--- src/rtl/interrupt_dispatch_if.sv ---
// Byte-wide memory bus between the interrupt dispatcher (master) and the
// register/memory slave. read_out is combinational from addr_select.
interface mem_if;
   logic [15:0] addr_select;
   logic        write_enable;
   logic [7:0]  write_value;
   logic [7:0]  read_out;

   modport master (
      output addr_select,
      output write_enable,
      output write_value,
      input  read_out
   );

   modport slave (
      input  addr_select,
      input  write_enable,
      input  write_value,
      output read_out
   );
endinterface

--- src/rtl/interrupt_dispatch.sv ---
// Polls IF/IE over the memory bus, reports pending interrupts, and on a core
// grant acknowledges the winning IF bit, pushes the return PC and returns the vector.
module interrupt_dispatch #(
   parameter int WE_HOLD = 2
) (
   input  logic        clk,
   input  logic        rst,
   mem_if.master       bus,
   input  logic        ime,
   input  logic        start,
   input  logic [15:0] pc,
   input  logic [15:0] sp,
   output logic        irq_pending,
   output logic        busy,
   output logic        done,
   output logic        cancelled,
   output logic [15:0] new_pc,
   output logic [15:0] new_sp,
   output logic        clr_ime
);

   localparam int HOLD_W = (WE_HOLD > 2) ? $clog2(WE_HOLD) : 1;
   localparam logic [HOLD_W-1:0] HOLD_LAST = HOLD_W'(WE_HOLD - 1);
   localparam logic [15:0] ADDR_IF = 16'hFF0F;
   localparam logic [15:0] ADDR_IE = 16'hFFFF;

   typedef enum logic [2:0] {
      ST_IDLE  = 3'd0,
      ST_RD_IF = 3'd1,
      ST_WRITE = 3'd2,
      ST_GAP   = 3'd3,
      ST_DONE  = 3'd4
   } state_t;

   // Lowest set bit wins: VBlank has the highest priority.
   function automatic logic [2:0] lowest_bit(input logic [4:0] v);
      logic [2:0] r;
      casez (v)
         5'b????1: r = 3'd0;
         5'b???10: r = 3'd1;
         5'b??100: r = 3'd2;
         5'b?1000: r = 3'd3;
         5'b10000: r = 3'd4;
         default:  r = 3'd0;
      endcase
      return r;
   endfunction

   state_t            state_r, state_s;
   logic              phase_r, phase_s;
   logic [1:0]        step_r, step_s;
   logic [HOLD_W-1:0] hold_r, hold_s;
   logic [15:0]       pc_r, pc_s;
   logic [15:0]       sp_r, sp_s;
   logic [2:0]        idx_r, idx_s;
   logic [4:0]        if_r, if_s;
   logic [4:0]        ie_r, ie_s;
   logic [4:0]        pend_s;
   logic [15:0]       addr_r, addr_s;
   logic              we_r, we_s;
   logic [7:0]        wv_r, wv_s;
   logic              irq_r, irq_s;
   logic              busy_r, busy_s;
   logic              done_r, done_s;
   logic              canc_r, canc_s;
   logic              clr_ime_r, clr_ime_s;
   logic [15:0]       new_pc_r, new_pc_s;
   logic [15:0]       new_sp_r, new_sp_s;

   // Next-state and next-output logic; every output is registered below.
   always_comb begin
      state_s   = state_r;
      phase_s   = phase_r;
      step_s    = step_r;
      hold_s    = hold_r;
      pc_s      = pc_r;
      sp_s      = sp_r;
      idx_s     = idx_r;
      if_s      = if_r;
      ie_s      = ie_r;
      pend_s    = 5'd0;
      addr_s    = addr_r;
      we_s      = 1'b0;
      wv_s      = wv_r;
      done_s    = 1'b0;
      canc_s    = canc_r;
      clr_ime_s = 1'b0;
      new_pc_s  = new_pc_r;
      new_sp_s  = new_sp_r;
      case (state_r)
         ST_IDLE: begin
            if (phase_r == 1'b0) begin
               if_s = bus.read_out[4:0];
            end else begin
               ie_s = bus.read_out[4:0];
            end
            if (start && ime && irq_r) begin
               state_s = ST_RD_IF;
               pc_s    = pc;
               sp_s    = sp;
               phase_s = 1'b0;
               addr_s  = ADDR_IF;
            end else begin
               phase_s = ~phase_r;
               addr_s  = (phase_r == 1'b0) ? ADDR_IE : ADDR_IF;
            end
         end
         ST_RD_IF: begin
            if_s   = bus.read_out[4:0];
            pend_s = if_s & ie_r;
            if (pend_s == 5'd0) begin
               state_s = ST_DONE;
               done_s  = 1'b1;
               canc_s  = 1'b1;
            end else begin
               idx_s   = lowest_bit(pend_s);
               state_s = ST_WRITE;
               step_s  = 2'd0;
               hold_s  = '0;
               we_s    = 1'b1;
               addr_s  = ADDR_IF;
               wv_s    = {3'b000, if_s & ~(5'b00001 << idx_s)};
            end
         end
         ST_WRITE: begin
            if (hold_r == HOLD_LAST) begin
               state_s = ST_GAP;
            end else begin
               hold_s = hold_r + HOLD_W'(1);
               we_s   = 1'b1;
            end
         end
         // Address and data stay put through GAP so the slave sees a clean WE drop.
         ST_GAP: begin
            hold_s = '0;
            case (step_r)
               2'd0: begin
                  state_s = ST_WRITE;
                  step_s  = 2'd1;
                  we_s    = 1'b1;
                  addr_s  = sp_r - 16'd1;
                  wv_s    = pc_r[15:8];
               end
               2'd1: begin
                  state_s = ST_WRITE;
                  step_s  = 2'd2;
                  we_s    = 1'b1;
                  addr_s  = sp_r - 16'd2;
                  wv_s    = pc_r[7:0];
               end
               default: begin
                  state_s   = ST_DONE;
                  done_s    = 1'b1;
                  canc_s    = 1'b0;
                  clr_ime_s = 1'b1;
                  new_pc_s  = 16'h0040 + {10'd0, idx_r, 3'b000};
                  new_sp_s  = sp_r - 16'd2;
               end
            endcase
         end
         ST_DONE: begin
            state_s = ST_IDLE;
            phase_s = 1'b0;
            addr_s  = ADDR_IF;
         end
         default: begin
            state_s = ST_IDLE;
            phase_s = 1'b0;
            addr_s  = ADDR_IF;
         end
      endcase
      irq_s  = |(if_s & ie_s);
      busy_s = (state_s != ST_IDLE);
   end

   // State, captured operands and registered outputs.
   always_ff @(posedge clk) begin
      if (!rst) begin
         state_r   <= ST_IDLE;
         phase_r   <= 1'b0;
         step_r    <= 2'd0;
         hold_r    <= '0;
         pc_r      <= 16'd0;
         sp_r      <= 16'd0;
         idx_r     <= 3'd0;
         if_r      <= 5'd0;
         ie_r      <= 5'd0;
         addr_r    <= ADDR_IF;
         we_r      <= 1'b0;
         wv_r      <= 8'd0;
         irq_r     <= 1'b0;
         busy_r    <= 1'b0;
         done_r    <= 1'b0;
         canc_r    <= 1'b0;
         clr_ime_r <= 1'b0;
         new_pc_r  <= 16'd0;
         new_sp_r  <= 16'd0;
      end else begin
         state_r   <= state_s;
         phase_r   <= phase_s;
         step_r    <= step_s;
         hold_r    <= hold_s;
         pc_r      <= pc_s;
         sp_r      <= sp_s;
         idx_r     <= idx_s;
         if_r      <= if_s;
         ie_r      <= ie_s;
         addr_r    <= addr_s;
         we_r      <= we_s;
         wv_r      <= wv_s;
         irq_r     <= irq_s;
         busy_r    <= busy_s;
         done_r    <= done_s;
         canc_r    <= canc_s;
         clr_ime_r <= clr_ime_s;
         new_pc_r  <= new_pc_s;
         new_sp_r  <= new_sp_s;
      end
   end

   assign bus.addr_select  = addr_r;
   assign bus.write_enable = we_r;
   assign bus.write_value  = wv_r;
   assign irq_pending      = irq_r;
   assign busy             = busy_r;
   assign done             = done_r;
   assign cancelled        = canc_r;
   assign clr_ime          = clr_ime_r;
   assign new_pc           = new_pc_r;
   assign new_sp           = new_sp_r;

endmodule

--- src/flat_wrapper.sv ---
// flat-port wrapper written by rule: the top's interface ports become plain ports
module interrupt_dispatch_flat 
#(
   parameter int WE_HOLD = 2
)
  (clk, rst, ime, start, pc, sp, irq_pending, busy, done, cancelled, new_pc, new_sp, clr_ime, bus_addr_select, bus_write_enable, bus_write_value, bus_read_out);
  mem_if bus_i ();
  input  logic clk;
  input  logic rst;
  input  logic ime;
  input  logic start;
  input  logic [15:0] pc;
  input  logic [15:0] sp;
  output logic irq_pending;
  output logic busy;
  output logic done;
  output logic cancelled;
  output logic [15:0] new_pc;
  output logic [15:0] new_sp;
  output logic clr_ime;
  output wire logic [$bits(bus_i.addr_select)-1:0] bus_addr_select;
  output wire logic [$bits(bus_i.write_enable)-1:0] bus_write_enable;
  output wire logic [$bits(bus_i.write_value)-1:0] bus_write_value;
  input wire logic [$bits(bus_i.read_out)-1:0] bus_read_out;
  assign bus_addr_select = bus_i.addr_select;
  assign bus_write_enable = bus_i.write_enable;
  assign bus_write_value = bus_i.write_value;
  assign bus_i.read_out = bus_read_out;
  interrupt_dispatch #(.WE_HOLD(WE_HOLD)) u_core (.clk(clk), .rst(rst), .bus(bus_i), .ime(ime), .start(start), .pc(pc), .sp(sp), .irq_pending(irq_pending), .busy(busy), .done(done), .cancelled(cancelled), .new_pc(new_pc), .new_sp(new_sp), .clr_ime(clr_ime));
endmodule
--- config.mk ---
export PLATFORM = sky130hd
export DESIGN_NAME = interrupt_dispatch_flat
export DESIGN_NICKNAME = d
export VERILOG_FILES = /design/src/rtl/interrupt_dispatch_if.sv /design/src/rtl/interrupt_dispatch.sv /design/src/flat_wrapper.sv
export SDC_FILE = /design/constraint.sdc
export NUM_CORES = 1
export LEC_CHECK = 0
export CAP_MARGIN = 20
export CORE_MARGIN = 4
export CORE_UTILIZATION = 54
export CTS_CLUSTER_DIAMETER = 150
export DETAILED_ROUTE_END_ITERATION = 10
export GPL_ROUTABILITY_DRIVEN = 0
export GPL_TIMING_DRIVEN = 0
export PLACE_DENSITY = 0.88
export SYNTH_ARGS = -nofsm -noshare
export SYNTH_HDL_FRONTEND = slang
export SYNTH_SLANG_ARGS = --single-unit
--- constraint.sdc ---
create_clock -name clk -period 4.29 [get_ports clk]
set_clock_uncertainty 0.05 [all_clocks]
set_input_delay 0.429 -clock clk [delete_from_list [all_inputs] [get_ports clk]]
set_output_delay 0.429 -clock clk [all_outputs]
set_load 0.02 [all_outputs]
* Word level (Yosys, flattened, before mapping)
Index checks and enable logic that the tools add are counted.
Storage, ports and cells: register bits 114, input port bits 44, output and inout port bits 62
Cells by class: add/subtract/negate cells 4, eq/ne operators 12, shifts and indexed selects 1, muxes and demuxes 38, bitwise operators 8, reduce and logical (&&, ||, !) cells 19
Operators with widths (count):
- $pmux W16 S4 | 1
- $mux W16 | 2
- $pmux W16 S2 | 1
- $pmux W8 S2 | 2
- $pmux W3 S4 | 2
- $mux W3 | 6
- $mux W8 | 2
- $sub A16 B1 Y16 const B | 1
- $sub A16 B2 Y16 const B | 1
- $and A5 B5 Y5 | 3
- $mux W5 | 3
- $mux W1 | 10
- $pmux W5 S2 | 1
- $reduce_and A2 Y1 | 5
- $reduce_and A3 Y1 | 3
- $add A7 B6 Y8 const A | 1
- $pmux W2 S2 | 2
- $eq A3 B2 Y1 const B | 2
- $pmux W1 S2 | 3
- $pmux W1 S3 | 2
- $reduce_bool A3 Y1 | 2
- $eq A5 B5 Y1 const B | 1
- $logic_not A5 Y1 | 1
- $not A5 Y5 | 1
- 19 further kinds | 24

* Depth between registers and ports, before layout
depth after elaboration 10, depth in mapped cells 8, mapped depth without buffers 7

* Least setup slack after synthesis
No wires, ideal clock.
kind reg2reg, from register u_core.sp_r[1], to register u_core.addr_r[12] (netlist: u_core.bus.addr_select[12]), data arrival time 1845 ps, data required time 4124 ps, path slack 2279 ps, stages on the path, launching flop included 8, buffers on the path 0, clock period less this slack 2011 ps, cell sequence dfxtp_1 > inv_1 > ha_1 > or4b_1 > mux2_2 > nor3b_1 > xor2_1 > o22a_2
Between the ends: longest elaborated chain between the ends 3, elaborated cells between the ends (all ways) 4
Ends and longest elaborated chain:
- start, declared | RTL line interrupt_dispatch.sv:54 | logic [15:0] sp_r, sp_s;
- start signal, assigned | RTL line interrupt_dispatch.sv:204 | sp_r <= sp_s;
- $sub A16 B2 Y16 or $sub A16 B1 Y16 (tied branches) | RTL line interrupt_dispatch.sv:148, interrupt_dispatch.sv:141
- $pmux W16 S2 (*) | RTL line interrupt_dispatch.sv:136 | case (step_r)
- $pmux W16 S4 (*) | RTL line interrupt_dispatch.sv:90 | case (state_r)
- end signal, assigned | RTL line interrupt_dispatch.sv:208 | addr_r <= addr_s;
- end, declared | RTL line interrupt_dispatch.sv:59 | logic [15:0] addr_r, addr_s;
Every way passes the cells marked *; elsewhere a longest branch is shown, timed or not. A chain may end at the register's enable or synchronous reset.

* Final worst setup path
from input port bus_read_out[1], to register u_core.addr_r[8] (netlist: u_core.bus.addr_select[8])
Between the ends: longest elaborated chain between the ends 4
Ends and longest elaborated chain:
- start, declared | RTL line flat_wrapper.sv:24 | input wire logic [$bits(bus_i.read_out)-1:0] bus_read_out;
- $and A5 B5 Y5 | RTL line interrupt_dispatch.sv:110 | pend_s = if_s & ie_r;
- $logic_not A5 Y1 | RTL line interrupt_dispatch.sv:111 | if (pend_s == 5'd0) begin
- $ne A2 B2 Y1 (no line)
- $reduce_and A3 Y1 (no line)
No other way between the ends.

==> impl_results.md <==
* Yosys cell types at 56
* Most frequent cells in the layout: 115 x nand2_1, 102 x dfxtp_1, 89 x clkdlybuf4s50_1, 46 x a21boi_0
* Switching power at roughly 0.5 mW
* Async SR Flop Fraction at 0%
* Kind of critical path: primary input to flip-flop
* DRC at 0
* Aggregate global routing overflow at 0
* Combinational power share at between 15 and 20%
* EDFF count, synth at 0
* Final HPWL DP at about 9.2 mm
* Leakage dissipation at 2.278 nW
* CTS root buffer: clkbuf_8
* Worst Tran Pin Value at roughly 1.1 ns
* DR pass1 iterations at 5
* Seq pwr share at roughly 53%
* Antenna fix cells at 0
* Worst VDD drop at approximately 160 uV
* CTS Buffer Depth at 2
* Seq. cell area at 0.002042 mm^2
* Die height at 101.5 um
* Post-DR wirelength/cell at around 16 um
* Worst slew margin at approximately a quarter
* Commonest non-fill, non-tap cell in the layout: nand2_1
* Iteration-0 DRC count of the detailed router at 292
* H-Tree Level Count at 3
* Final number of hold-violating endpoints at 0
* Worst-Skew Late Latency at around 0.36 ns
* Post-DR vias/cell at ~5.6
* Yosys warnings at 0
* Rows at 33
* #FFs+latches synth at between 100 and 150
* Post-CTS sizing at 0
* P&R area growth vs syn at 26.49%
* Ports at ~110
* Endpoints failing setup at 0
* Die Area at ~0.010 mm^2
* R2R cell count at 5
* Post-route setup TNS at 0 ns
* Worst slack, placed at between 1 and 1.5 ns
* Vias in the first global route at 3980
* Multi-input gate area at roughly 0.0025 mm^2
* Drt total wl at about 12 mm
* All-Layer GR Usage at between 20% and 30%
* Final worst-path setup slack at around 1.6 ns
* Clk network pwr share at 30.6%
* Max-cap violations at 0
* Final Net Count at between 700 and 800
* Status: finished, final reports clean
* Vias at 4306
* Syn Area/Cell at 8.517 um^2
* Internal at between 1 and 1.5 mW
* Worst Path Max Fanout at 8
* Chip width at approximately 100 um
* Cell Pwr Density at 311.9 mW/mm^2
* Initial core utilization at between 50% and 60%
* RSZ-0062 raised after global routing: no
* Core Box Area at around 0.0083 mm^2
* Fmax achieved at 374.1 MHz
* Sw frac at between 20% and 30%
* Critical path startpoint category: primary input
* Required time of the critical path at between 4 and 5 ns
* Top_reg_cell synth: dfxtp_1
* Clk sink count at about 100
* Number of I/O port buffers at 89
* Hold Path Stages at 2
* Share of layout cells above drive strength 1 at roughly 9%
* Hold_buf cts at 0
* Initial antenna violation count at 0
* Global-route wire length before repair at around 19 mm
* Pin count of the biggest net entering global routing at 17
* Element type at the critical path end: flip-flop
* Clock Pin Slew Worst Setup and Hold Paths at ~0.10 ns
* Final worst-path cycle share at between 60% and 70%
* Antenna violation net count after detailed routing at 0
* Slew Viols, Final at 0
* Post-synthesis sequential area ratio at 43.28%
* Post-CTS Setup Repair Bufs at 0
* Hold Crit Class: primary input to flip-flop
* Fill count at roughly 600
* Final min period at 2.673 ns
* Cell Area, Synth at around 0.0047 mm^2
* Synth Instances at 554
* Worst Path Arrival at roughly 2.9 ns
* CTS tree: built
* Number of buffers created by CTS at 9
* WHS at roughly 0.39 ns
[flip-flops by register name (all words and copies together) (netlist names), 3 cells and up]
register	flops
u_core.new_pc	4
u_core.pc_r	16
u_core.sp_r	16
u_core.ie_r	5
u_core.bus.addr_select	16
u_core.if_r	5
u_core.idx_r	3
u_core.bus.write_value	8
u_core.state_r	3
u_core.new_sp	16
[cell usage after synthesis, drive strengths merged, types with 2 or more instances]
master  count  share of area (%)
nand2     116                9.4
dfxtp     102                 43
a21boi     46                7.3
nor2       28                2.3
a21oi      27                2.9
clkbuf     26                2.1
o21ai      22                2.3
buf        20                2.9
nand3      17                1.8
xnor2      13                2.4
nor2b      12                1.6
nor3       11                1.3
xor2       11                2.0
mux2        9                2.1
o211a       8                1.7
o22a        8                1.7
nor3b       7                1.2
a22oi       6               0.95
mux2i       6                1.3
a31oi       5               0.66
inv         5               0.40
nand3b      5               0.80
nor4        5               0.80
o21a        4               0.64
a311oi      3               0.56
and2        3               0.40
ha          3               0.80
or3         3               0.40
a211oi      2               0.32
nand2b      2               0.27
o31ai       2               0.32
[critical path, cell delays in order]
cell and delay, ns:
clkdlybuf4s50_1 0.56, a222oi_1 0.79, nand3_1 0.41, nand2_1 0.32
nand2_4 0.13, o22a_2 0.24
[final timing paths]
check | from | endpoint | slack (ns)
max reg2reg | u_core.ie_r[0] | u_core.bus.addr_select[8] | 1.90
max | bus_read_out[1] | u_core.bus.addr_select[8] | 1.62
min reg2reg | u_core.idx_r[1] | u_core.new_pc[4] | 0.42
min | rst | u_core.idx_r[2] | 0.39
[per-stage QoR]
stage / utilization [%] / cells / cell area (um^2) / power [mW]
global placement: 69.32 / 759 / 5782 / 1.300
CTS: 71.56 / 775 / 5968 / 1.863
floorplan: - / 565 / 4760 / 1.207
finish: 71.56 / 775 / 5968 / 1.862
detailed placement: 69.32 / 759 / 5782 / 1.308
global route: 71.56 / 775 / 5968 / 1.927
[layer usage]
| metal | wire length [um] | track usage (%) | share of wire (%) |
|---|---|---|---|
| met1 | 5269 | 31.48 | 44 |
| met2 | 5707 | 38.88 | 47 |
| met3 | 875 | 2.824 | 7.3 |
| met4 | 173 | 7.362 | 1.4 |
| met5 | 0 | 0 | 0 |
[final cells by class]
class / instances / area share (%)
plain buffers: 46 / 3.962
well taps: 105 / 2.201
inverters: 5 / 0.3145
flip-flops and latches: 102 / 34.21
clock buffers: 12 / 2.600
clock inverters: 4 / 0.5241
multi-input cells: 412 / 41.26
repair buffers: 89 / 14.93
[cells by family after synthesis]
family | share of synthesized area [%]
muxes | 3.421
adders and majority gates | 0.7956
xor gates and xnor gates | 4.455
DFF | 43.28
other | 0.07948
AOI/OAI and AO/OA | 20.87
buffers and inverters | 5.410
and+or+nand+nor | 21.69
[power groups by stage]
stage               Clock, mW  Sequential, mW  Combinational, mW
floorplan                   0            1.02              0.188
finish                  0.569           0.995              0.297
global route            0.605           0.998              0.324
CTS                     0.574           0.994              0.295
global placement            0            1.01              0.285
detailed placement          0            1.02              0.292
Note: power is estimated with default switching activity, not from simulation.
